$ cat src/rtl/alu_multicycle_if.sv
// Request/response bundle for alu_multicycle: valid/ready request with operands,
// valid/ready response with result halves, flags and busy status.
interface alu_multicycle_if #(parameter int N = 32);
  logic         in_valid;
  logic         in_ready;
  logic [3:0]   ALUControl;
  logic [N-1:0] ALUInA;
  logic [N-1:0] ALUInB;
  logic         out_valid;
  logic         out_ready;
  logic [N-1:0] ALUResult;
  logic [N-1:0] ALUResultHi;
  logic         ALUZero;
  logic         ALUOverflow;
  logic         busy;

  modport master (
    output in_valid, ALUControl, ALUInA, ALUInB, out_ready,
    input  in_ready, out_valid, ALUResult, ALUResultHi, ALUZero, ALUOverflow, busy
  );

  modport slave (
    input  in_valid, ALUControl, ALUInA, ALUInB, out_ready,
    output in_ready, out_valid, ALUResult, ALUResultHi, ALUZero, ALUOverflow, busy
  );
endinterface

$ cat src/rtl/alu_multicycle.sv
// Multi-cycle ALU: single-cycle logic/arith ops, N-step shift-add MUL and, when
// ALU_MULTICYCLE_DIV_EN is defined, N-step restoring DIV; results held until taken.
module alu_multicycle #(parameter int N = 32) (
  input  logic            clk,
  input  logic            reset,
  alu_multicycle_if.slave bus
);
  localparam int CW = $clog2(N + 1);
  localparam logic [3:0] OP_AND = 4'd0, OP_OR  = 4'd1, OP_ADD = 4'd2, OP_XOR = 4'd3,
                         OP_NOR = 4'd4, OP_SUB = 4'd6, OP_SLT = 4'd7, OP_MUL = 4'd8;
`ifdef ALU_MULTICYCLE_DIV_EN
  localparam logic [3:0] OP_DIV = 4'd9;
`endif

  typedef enum logic [1:0] {IDLE, BUSY, DONE} state_t;
  state_t state, state_nxt;

  logic [3:0]   op;
  logic [N-1:0] a, b, sum, diff;
  logic         accept, start_iter, last_iter;
  logic [CW-1:0] cnt;
  logic [N-1:0] acc_hi, acc_lo, mcand, step_hi, step_lo;
  logic [N-1:0] sc_lo, sc_hi;
  logic         sc_ovf;
  logic [N-1:0] res_lo, res_hi;
  logic         res_zero, res_ovf;
  logic [N:0]   mul_sum;

  assign op        = bus.ALUControl;
  assign a         = bus.ALUInA;
  assign b         = bus.ALUInB;
  assign sum       = a + b;
  assign diff      = a - b;
  assign accept    = (state == IDLE) && bus.in_valid;
  assign last_iter = (cnt == CW'(N - 1));

  // {acc_hi, acc_lo} is the product register; acc_lo starts as the multiplier
  assign mul_sum = {1'b0, acc_hi} + (acc_lo[0] ? {1'b0, mcand} : {(N+1){1'b0}});

`ifdef ALU_MULTICYCLE_DIV_EN
  logic       is_div, div_ge;
  logic [N:0] div_rem, div_diff;

  // Divide by zero resolves in one cycle, so only B!=0 enters the iterative path
  assign start_iter = (op == OP_MUL) || ((op == OP_DIV) && (b != '0));
  assign div_rem    = {acc_hi, acc_lo[N-1]};
  assign div_diff   = div_rem - {1'b0, mcand};
  assign div_ge     = (div_rem >= {1'b0, mcand});

  always_comb begin
    step_hi = mul_sum[N:1];
    step_lo = {mul_sum[0], acc_lo[N-1:1]};
    if (is_div) begin
      step_hi = div_ge ? div_diff[N-1:0] : div_rem[N-1:0];
      step_lo = {acc_lo[N-2:0], div_ge};
    end
  end
`else
  assign start_iter = (op == OP_MUL);
  assign step_hi    = mul_sum[N:1];
  assign step_lo    = {mul_sum[0], acc_lo[N-1:1]};
`endif

  always_comb begin
    sc_lo  = '0;
    sc_hi  = '0;
    sc_ovf = 1'b0;
    case (op)
      OP_AND: sc_lo = a & b;
      OP_OR:  sc_lo = a | b;
      OP_XOR: sc_lo = a ^ b;
      OP_NOR: sc_lo = ~(a | b);
      OP_ADD: begin
        sc_lo  = sum;
        sc_ovf = (a[N-1] == b[N-1]) && (sum[N-1] != a[N-1]);
      end
      OP_SUB: begin
        sc_lo  = diff;
        sc_ovf = (a[N-1] != b[N-1]) && (diff[N-1] != a[N-1]);
      end
      OP_SLT: sc_lo = {{(N-1){1'b0}}, $signed(a) < $signed(b)};
`ifdef ALU_MULTICYCLE_DIV_EN
      OP_DIV: begin
        sc_lo = '1;
        sc_hi = a;
      end
`endif
      default: ;
    endcase
  end

  always_ff @(posedge clk) begin
    if (reset) state <= IDLE;
    else       state <= state_nxt;
  end

  always_comb begin
    state_nxt = state;
    case (state)
      IDLE:    if (bus.in_valid) state_nxt = start_iter ? BUSY : DONE;
      BUSY:    if (last_iter) state_nxt = DONE;
      DONE:    if (bus.out_ready) state_nxt = IDLE;
      default: state_nxt = IDLE;
    endcase
  end

  always_comb begin
    bus.in_ready  = (state == IDLE);
    bus.busy      = (state == BUSY);
    bus.out_valid = (state == DONE);
  end

  always_ff @(posedge clk) begin
    if (reset) begin
      cnt      <= '0;
      acc_hi   <= '0;
      acc_lo   <= '0;
      mcand    <= '0;
      res_lo   <= '0;
      res_hi   <= '0;
      res_zero <= 1'b0;
      res_ovf  <= 1'b0;
`ifdef ALU_MULTICYCLE_DIV_EN
      is_div   <= 1'b0;
`endif
    end else if (accept) begin
      cnt <= '0;
      if (start_iter) begin
        acc_hi <= '0;
        acc_lo <= a;
        mcand  <= b;
`ifdef ALU_MULTICYCLE_DIV_EN
        is_div <= (op == OP_DIV);
`endif
      end else begin
        res_lo   <= sc_lo;
        res_hi   <= sc_hi;
        res_zero <= (sc_lo == '0);
        res_ovf  <= sc_ovf;
      end
    end else if (state == BUSY) begin
      acc_hi <= step_hi;
      acc_lo <= step_lo;
      cnt    <= last_iter ? '0 : cnt + CW'(1);
      // Result registers only move on the final step so DONE outputs stay put
      if (last_iter) begin
        res_lo   <= step_lo;
        res_hi   <= step_hi;
        res_zero <= (step_lo == '0);
        res_ovf  <= 1'b0;
      end
    end
  end

  assign bus.ALUResult   = res_lo;
  assign bus.ALUResultHi = res_hi;
  assign bus.ALUZero     = res_zero;
  assign bus.ALUOverflow = res_ovf;
endmodule

$ cat src/flat_wrapper.sv
// flat-port wrapper written by rule: the top's interface ports become plain ports
module alu_multicycle_flat 
#(parameter int N = 32)
  (clk, reset, bus_in_valid, bus_ALUControl, bus_ALUInA, bus_ALUInB, bus_out_ready, bus_in_ready, bus_out_valid, bus_ALUResult, bus_ALUResultHi, bus_ALUZero, bus_ALUOverflow, bus_busy);
  alu_multicycle_if #(.N(N)) bus_i ();
  input  logic clk;
  input  logic reset;
  input wire logic [$bits(bus_i.in_valid)-1:0] bus_in_valid;
  input wire logic [$bits(bus_i.ALUControl)-1:0] bus_ALUControl;
  input wire logic [$bits(bus_i.ALUInA)-1:0] bus_ALUInA;
  input wire logic [$bits(bus_i.ALUInB)-1:0] bus_ALUInB;
  input wire logic [$bits(bus_i.out_ready)-1:0] bus_out_ready;
  output wire logic [$bits(bus_i.in_ready)-1:0] bus_in_ready;
  output wire logic [$bits(bus_i.out_valid)-1:0] bus_out_valid;
  output wire logic [$bits(bus_i.ALUResult)-1:0] bus_ALUResult;
  output wire logic [$bits(bus_i.ALUResultHi)-1:0] bus_ALUResultHi;
  output wire logic [$bits(bus_i.ALUZero)-1:0] bus_ALUZero;
  output wire logic [$bits(bus_i.ALUOverflow)-1:0] bus_ALUOverflow;
  output wire logic [$bits(bus_i.busy)-1:0] bus_busy;
  assign bus_i.in_valid = bus_in_valid;
  assign bus_i.ALUControl = bus_ALUControl;
  assign bus_i.ALUInA = bus_ALUInA;
  assign bus_i.ALUInB = bus_ALUInB;
  assign bus_i.out_ready = bus_out_ready;
  assign bus_in_ready = bus_i.in_ready;
  assign bus_out_valid = bus_i.out_valid;
  assign bus_ALUResult = bus_i.ALUResult;
  assign bus_ALUResultHi = bus_i.ALUResultHi;
  assign bus_ALUZero = bus_i.ALUZero;
  assign bus_ALUOverflow = bus_i.ALUOverflow;
  assign bus_busy = bus_i.busy;
  alu_multicycle #(.N(N)) u_core (.clk(clk), .reset(reset), .bus(bus_i));
endmodule
$ cat config.mk
export PLATFORM = sky130hd
export DESIGN_NAME = alu_multicycle_flat
export DESIGN_NICKNAME = d
export VERILOG_FILES = /design/src/rtl/alu_multicycle_if.sv /design/src/rtl/alu_multicycle.sv /design/src/flat_wrapper.sv
export SDC_FILE = /design/constraint.sdc
export NUM_CORES = 1
export LEC_CHECK = 0
export BUFFER_PORTS_ARGS = -buffer_cell sky130_fd_sc_hd__buf_4
export CORE_MARGIN = 2
export CORE_UTILIZATION = 39
export DETAILED_ROUTE_END_ITERATION = 12
export SLEW_MARGIN = 20
export SYNTH_ARGS = -nofsm -noshare
export SYNTH_HDL_FRONTEND = slang
export SYNTH_SLANG_ARGS = --single-unit
$ cat constraint.sdc
create_clock -name clk -period 3.38 [get_ports clk]
set_clock_uncertainty 0.1 [all_clocks]
set_input_delay 0.169 -clock clk [delete_from_list [all_inputs] [get_ports clk]]
set_output_delay 0.169 -clock clk [all_outputs]
set_load 0.02 [all_outputs]
# --- After elaboration in Yosys (flattened, before gate mapping) ---
# Index checks and enable logic that the tools add are counted.
totals:
  ff_bits: 170
  inputBits: 72
  out_inout_bits: 69
  wordCells: 82
op_classes:
  n_addsub: 4
  magnitude_cmp: 1
  n_eq_ne: 19
  muxes: 31
  bitwise_logic: 4
  reduce_logical: 14
ops:
  columns: ["operator", "n"]
  rows:
  - ["two-way mux 32 bit", 15]
  - ["case mux 32 bit (7 select lines)", 1]
  - ["logical NOT 32 bit", 2]
  - ["adder 32 x 33 -> 33 bit", 1]
  - ["adder 32 bit", 1]
  - ["AND 32 bit", 1]
  - ["less-than comparator 32 bit", 1]
  - ["NOT 32 bit", 1]
  - ["OR 32 bit", 1]
  - ["subtractor 32 bit", 1]
  - ["XOR 32 bit", 1]
  - ["== test 4 x 3 -> 1 bit, second input constant", 3]
  - ["== test 4 x 2 -> 1 bit, second input constant", 2]
  - ["two-way mux 1 bit", 8]
  - ["two-way mux 2 bit", 4]
  - ["!= test 2 bit, second input constant", 4]
  - ["adder 6 x 1 -> 6 bit, second input constant", 1]
  - ["== test 6 x 5 -> 1 bit, second input constant", 1]
  - ["two-way mux 6 bit", 1]
  - ["case mux 2 bit (3 select lines)", 1]
  - ["AND reduction 3 bit", 2]
  - ["== test 4 x 1 -> 1 bit, second input constant", 1]
  - ["== test 4 bit, second input constant", 1]
  - ["logical NOT 4 bit", 1]
  - ["11 further kinds", 17]

# --- Logic depth before layout (Yosys ltp) ---
depth:
  depth_word: 6
  ltp_mapped: 15
  mapped_depth_nobuf: 15

# --- Worst setup path before layout ---
# Ideal clock, no wire load.
synth_timing:
  path_type: "flip-flop to flip-flop"
  from: "register u_core.acc_lo[0]"
  to: "register u_core.res_hi[31] (netlist: u_core.bus.ALUResultHi[31])"
  setup_ns: 0.132
  arrival_ns: 3.191
  required_ns: 3.148
  path_slack_ns: -0.043
  stages_incl_launch_ff: 16
  path_buffers: 1
  period_less_slack_ns: 3.423
  path_cell_list: "dfxtp_1 > clkbuf_1 > and2_1 > ha_1 > fa_1 > a21o_1 > a21oi_1 > o21bai_1 > a221oi_1 > a211oi_1 > o41a_1 > a41oi_1 > nor2b_1 > o21ai_0 > nand3_1 > a21oi_1"
synth_via:
  elab_chain_cells: 5
synth_lines:
  columns: ["element", "line", "source"]
  rows:
  - ["start: declaration", "alu_multicycle.sv:22", "logic [N-1:0] acc_hi, acc_lo, mcand, step_hi, step_lo;"]
  - ["start signal: assignment", "alu_multicycle.sv:143", "acc_lo <= step_lo;"]
  - ["two-way mux 32 bit", "alu_multicycle.sv:38", "assign mul_sum = {1'b0, acc_hi} + (acc_lo[0] ? {1'b0, mcand} : {(N+1){1'b0}});"]
  - ["adder 32 x 33 -> 33 bit", "alu_multicycle.sv:38", null]
  - ["two-way mux 32 bit", "alu_multicycle.sv:146", "if (last_iter) begin"]
  - ["two-way mux 32 bit", "alu_multicycle.sv:141", "end else if (state == BUSY) begin"]
  - ["two-way mux 32 bit", "alu_multicycle.sv:126", "end else if (accept) begin"]
  - ["end signal: assignment", "alu_multicycle.sv:137", "res_hi <= sc_hi;"]
  - ["end signal: assignment", "alu_multicycle.sv:148", "res_hi <= step_hi;"]
  - ["end: declaration", "alu_multicycle.sv:25", "logic [N-1:0] res_lo, res_hi;"]
# No other way between the ends. The select of a mux whose other input is x is not followed.
# A chain may end at the register's enable or synchronous reset.

# --- Worst setup path after layout ---
layout_timing:
  from: "register u_core.acc_lo[0]"
  to: "register u_core.res_hi[29] (netlist: u_core.bus.ALUResultHi[29])"
# Same word-level chain as after synthesis.

==> impl_results.html <==
<table>
<tr><th>Metric</th><th>Value</th></tr>
<tr><th colspan="2">STA</th></tr>
<tr><td>Top achievable clock speed</td><td>0.2992 GHz</td></tr>
<tr><td>Tightest slew margin relative to the limit</td><td>0.3034</td></tr>
<tr><td>Final setup TNS</td><td>0 ps</td></tr>
<tr><td>Fin crit period</td><td>3342 ps</td></tr>
<tr><td>Final Cycle Share</td><td>0.9888</td></tr>
<tr><td>Count of pins over their slew limit</td><td>0</td></tr>
<tr><td>Final setup vio count</td><td>0</td></tr>
<tr><td>Unrepaired setup endpoints after global routing</td><td>yes</td></tr>
<tr><td>Hold Fails Final Rpt</td><td>0</td></tr>
<tr><td>Transition at the pin with the smallest max-transition slack</td><td>~1000 ps</td></tr>
<tr><th colspan="2">Floorplanning</th></tr>
<tr><td>Core box area</td><td>between 0.03 and 0.04 sq mm</td></tr>
<tr><td>Overall die area</td><td>0.03793 sq mm</td></tr>
<tr><td>Cell row count</td><td>69</td></tr>
<tr><td>Initial core utilization</td><td>0.3970</td></tr>
<tr><td>Die X-Extent</td><td>between 150 and 200 um</td></tr>
<tr><td>Die height</td><td>roughly 190 um</td></tr>
<tr><td>IO Count</td><td>between 100 and 150</td></tr>
<tr><th colspan="2">Global route</th></tr>
<tr><td>Global Route Usage Sum</td><td>0.3037</td></tr>
<tr><td>Antenna violations before repair</td><td>0</td></tr>
<tr><td>Total global routing overflow</td><td>0</td></tr>
<tr><td>Maximum number of pins on one net before global-route repair</td><td>168</td></tr>
<tr><td>Global-route wire length before repair</td><td>approximately 90,000 um</td></tr>
<tr><td>Vias in the first global route</td><td>between 15,000 and 20,000</td></tr>
<tr><th colspan="2">Power</th></tr>
<tr><td>Leakage power figure</td><td>8.537 nW</td></tr>
<tr><td>Total power density per cell area</td><td>318.9 mW/mm^2</td></tr>
<tr><td>Worst vdd rail ir drop</td><td>roughly 360 uV</td></tr>
<tr><td>Final Power</td><td>approximately 0.006 W</td></tr>
<tr><th colspan="2">Drt</th></tr>
<tr><td>Via/cell ratio</td><td>approximately 5.7</td></tr>
<tr><td>Met3 wire length</td><td>around 3800 um</td></tr>
<tr><td>Total Wirelength</td><td>~58,000 um</td></tr>
<tr><td>Total met2 wirelength after detailed routing</td><td>roughly 27,000 um</td></tr>
<tr><td>Highest signal layer in the routed design</td><td>met4</td></tr>
<tr><td>1st-pass router iterations</td><td>9</td></tr>
<tr><td>Routed length per placed instance</td><td>just over 20 um</td></tr>
<tr><td>Routed metal-1 wirelength</td><td>25,340 um</td></tr>
<tr><td>Violation count after the first detailed-routing iteration</td><td>1,398</td></tr>
<tr><td>Via Count</td><td>about 16,000</td></tr>
<tr><td>Number of nets still failing antenna checks after routing</td><td>0</td></tr>
<tr><td>Drt drc</td><td>1</td></tr>
<tr><th colspan="2">Place</th></tr>
<tr><td>Dpl cell area</td><td>0.01798 sq mm</td></tr>
<tr><td>Total instance count after detailed placement</td><td>roughly 2,800</td></tr>
<tr><td>RePlAce Congestion</td><td>between 0.9 and 1</td></tr>
<tr><td>Number of buffer cells added on primary ports</td><td>140</td></tr>
<tr><td>Placed wire-length estimate after detailed placement</td><td>between 40,000 and 50,000 um</td></tr>
<tr><th colspan="2">Min path</th></tr>
<tr><td>Worst Hold Class</td><td>input pin to flip-flop</td></tr>
<tr><td>Hold-critical path depth</td><td>4</td></tr>
<tr><td>Worst Hold Path EP</td><td>u_core.mcand[8]</td></tr>
<tr><td>Startpoint of the lowest-slack hold path</td><td>bus_ALUInB[8]</td></tr>
<tr><th colspan="2">Synthesis</th></tr>
<tr><td>Cells after Synth</td><td>approximately 2,000</td></tr>
<tr><td>Post-synthesis average cell area</td><td>between 7 and 8 sq um</td></tr>
<tr><td>Post-synthesis sequential element count</td><td>170</td></tr>
<tr><td>EDFF count, synth</td><td>0</td></tr>
<tr><td>Combinational family with the most area after synthesis</td><td>compound AO/OA/AOI/OAI gates</td></tr>
<tr><td>Async set-reset flop share out of synthesis</td><td>0</td></tr>
<tr><td>Post-Synthesis Net Count</td><td>~2,200</td></tr>
<tr><td>Ys flop type</td><td>sky130_fd_sc_hd__dfxtp_1</td></tr>
<tr><td>Post-synthesis compound-gate area fraction</td><td>0.2880</td></tr>
<tr><td>Post-synthesis share of cell area spent on full adders, half adders and majority gates</td><td>0.1206</td></tr>
<tr><td>Post-synthesis share of cell area spent on and, or, nand and nor gates</td><td>0.2610</td></tr>
<tr><td>Share of the synthesized netlist area taken by xor and xnor gates</td><td>0.02037</td></tr>
<tr><td>Sequential share of the synthesized area</td><td>0.2398</td></tr>
<tr><td>Unique cell type count in the Yosys netlist</td><td>85</td></tr>
<tr><td>Mapped Area</td><td>~0.014 sq mm</td></tr>
<tr><td>YS warnings</td><td>0</td></tr>
<tr><td>Share of synthesized area spent on multiplexers</td><td>0.006436</td></tr>
<tr><th colspan="2">Flow run</th></tr>
<tr><td>MaxCap Viol Count</td><td>0</td></tr>
<tr><th colspan="2">Setup path</th></tr>
<tr><td>Cell mode on critical path</td><td>sky130_fd_sc_hd__a21o_1</td></tr>
<tr><td>Critical-path top delay cell</td><td>sky130_fd_sc_hd__o41a_1</td></tr>
<tr><td>Worst Path Required</td><td>roughly 3700 ps</td></tr>
<tr><td>Worst R2R Start</td><td>u_core.acc_lo[0]</td></tr>
<tr><td>Startpoint-to-endpoint class of the critical path</td><td>flip-flop to flip-flop</td></tr>
<tr><td>Reg-to-reg endpoint</td><td>u_core.bus.ALUResultHi[29]</td></tr>
<tr><td>Data arrival time of the worst path</td><td>about 3600 ps</td></tr>
<tr><td>Setup crit start kind</td><td>flip-flop</td></tr>
<tr><td>Worst reg2reg path depth</td><td>15</td></tr>
<tr><td>Maximum fanout encountered on the critical timing path</td><td>8</td></tr>
<tr><td>Worst path cell trace</td><td>buf_6 &gt; and2_1 &gt; ha_1 &gt; a21o_1 &gt; a21o_1 &gt; a21o_1 &gt; a221oi_2 &gt; buf_4 &gt; a211oi_4 &gt; o41a_1 &gt; a41oi_2 &gt; a21oi_2 &gt; xor2_1 &gt; nand2_1 &gt; a21oi_1</td></tr>
<tr><td>Flop-to-flop setup slack</td><td>around 38 ps</td></tr>
<tr><td>Maximum single-stage delay on the critical path</td><td>380 ps</td></tr>
<tr><td>Kind of end point of the critical path</td><td>flip-flop</td></tr>
<tr><th colspan="2">Final layout</th></tr>
<tr><td>Area taken by flip-flops and latches</td><td>0.003407 sq mm</td></tr>
<tr><td>Commonest cells after routing, fill and taps aside</td><td>sky130_fd_sc_hd__buf_4, sky130_fd_sc_hd__nand2_1, sky130_fd_sc_hd__a21oi_1</td></tr>
<tr><td>Number of filler cells placed in the layout</td><td>approximately 3,500</td></tr>
<tr><td>Area of combinational cells with multiple inputs</td><td>approximately 0.010 sq mm</td></tr>
<tr><td>Fraction of final layout cells with drive strength greater than 1</td><td>0.2639</td></tr>
<tr><td>Leading cell type in the layout, fill and taps excluded</td><td>sky130_fd_sc_hd__buf_4</td></tr>
<tr><td>Nets</td><td>approximately 2,600</td></tr>
<tr><td>Area Overhead vs Synth</td><td>36.52%</td></tr>
<tr><td>Number of inserted diodes</td><td>0</td></tr>
<tr><td>Final design instance area without fill</td><td>0.01937 sq mm</td></tr>
<tr><td>Final Instance Count excl. Fillers</td><td>2,871</td></tr>
<tr><th colspan="2">Status</th></tr>
<tr><td>Outcome</td><td>finished with violations</td></tr>
<tr><td>Violated checks</td><td>DRC</td></tr>
<tr><th colspan="2">Clock tree</th></tr>
<tr><td>Worst-Skew Late Latency</td><td>460 ps</td></tr>
<tr><td>Maximum number of buffers from clock root to sink</td><td>2</td></tr>
<tr><td>CTS tree</td><td>built</td></tr>
<tr><td>Clock root buffer master</td><td>sky130_fd_sc_hd__clkbuf_16</td></tr>
<tr><td>Clk pin slew, worst setup/hold paths</td><td>80 ps</td></tr>
<tr><td>TritonCTS Buffers</td><td>17</td></tr>
<tr><td>Clk sink count</td><td>170</td></tr>
<tr><td>H-tree lvl count</td><td>4</td></tr>
</table>
==> synthesized netlist by cell type (all sizes together) (7+ instances only) <==
| cell | instances | area share |
|---|---|---|
| nand2 | 336 | 0.089 |
| a21oi | 200 | 0.071 |
| dfxtp | 170 | 0.24 |
| nor2 | 168 | 0.044 |
| ha | 132 | 0.12 |
| clkbuf | 115 | 0.030 |
| inv | 99 | 0.026 |
| o21ai | 83 | 0.029 |
| nand3 | 61 | 0.022 |
| and2 | 45 | 0.020 |
| a21o | 39 | 0.021 |
| a311oi | 36 | 0.022 |
| nor3 | 29 | 0.010 |
| a211oi | 26 | 0.014 |
| nor2b | 23 | 0.010 |
| a31oi | 22 | 0.010 |
| nand3b | 22 | 0.012 |
| buf | 21 | 0.0071 |
| nand4 | 21 | 0.0093 |
| o221ai | 21 | 0.013 |
| o211ai | 19 | 0.010 |
| xnor2 | 19 | 0.012 |
| nor4 | 18 | 0.0079 |
| o21bai | 18 | 0.0095 |
| o22ai | 18 | 0.0079 |
| o31ai | 15 | 0.0079 |
| or3 | 15 | 0.0066 |
| xor2 | 14 | 0.0086 |
| o21a | 13 | 0.0069 |
| and3 | 12 | 0.0053 |
| nand2b | 12 | 0.0053 |
| a221oi | 11 | 0.0068 |
| a22oi | 11 | 0.0058 |
| or2 | 10 | 0.0044 |
| mux2i | 8 | 0.0056 |
| o31a | 8 | 0.0049 |
| a221o | 7 | 0.0049 |
==> flip-flops by register name (all words and copies together) (netlist names) <==
register and cells:
u_core.bus.ALUOverflow 1, u_core.mcand 32, u_core.bus.ALUZero 1, u_core.acc_hi 32, u_core.bus.ALUResult 32, u_core.acc_lo 32
u_core.bus.ALUResultHi 32, u_core.cnt 6, u_core.state 2
==> cells by family (layout without fill, tap and decap cells) <==
kind of cell    count (synthesis)  after routing
simple gates                  796            796
compound gates                612            612
buf+inv                       235            655
flops                         170            170
fa+ha+maj                     135            135
xor+xnor                       33             33
mux                             9              9
==> where the power goes <==
| part | switching, W | internal, W |
|---|---|---|
| clock network | 0.000948 | 0.00107 |
| registers | 0.0000454 | 0.00205 |
| logic | 0.00117 | 0.000893 |
==> worst max-delay path, delay by kind of cell (launching register included) <==
kind | cells | cell delay [ps]
compound gates | 9 | 1690
xor+xnor | 1 | 210
fa+ha+maj | 1 | 290
buf+inv | 2 | 310
flops | 1 | 370
simple gates | 2 | 280
==> how the worst max path moves through the flow <==
stage | start | to | slack, ps | cells after the start
2_1_floorplan | u_core.acc_lo[0] | u_core.bus.ALUResultHi[31] | -20 | 15
3_3_place_gp | bus_ALUInA[0] | u_core.bus.ALUZero | -710 | 17
3_5_place_dp | bus_ALUInA[0] | u_core.bus.ALUZero | -750 | 17
4_1_cts | bus_ALUInB[1] | u_core.bus.ALUZero | 5 | 14
5_1_grt | u_core.acc_lo[0] | u_core.bus.ALUResultHi[29] | -110 | 15
6_report | u_core.acc_lo[0] | u_core.bus.ALUResultHi[29] | 40 | 15
==> routing by layer <==
metal  track usage  vias up
li1              -     7948
met1        0.3943     7746
met2        0.5095      577
met3       0.04407      117
met4        0.1154        0
met5             0        -
==> through the flow <==
step                hold WS, ps  worst slack, ps  utilization
floorplan                 205.0           -15.73            -
global placement          338.8           -705.8       0.5030
detailed placement        343.1           -745.9       0.5030
CTS                       7.384            5.049       0.5311
global route              18.58           -113.5       0.5420
finish                    29.21            38.01       0.5420
==> timing repair <==
| item | in CTS | in global routing |
|---|---|---|
| pin swaps | 10 | 27 |
| endpoints found under the hold margin | 29 | 0 |
| hold buffers | 29 | 0 |
| buffers inserted | 0 | 8 |
| resized for setup | 23 | 79 |
| endpoints found under the setup margin | 23 | 25 |
| cloned | 0 | 1 |
==> final cells by class <==
cell class,instances,area share
inverters,99,0.01937
repair buffers,524,0.2092
multi-input cells,1585,0.5351
well taps,461,0.02977
clock buffers,18,0.02267
flip-flops and latches,170,0.1759
clock inverters,14,0.008073
Power figures use the tool's default switching activity.
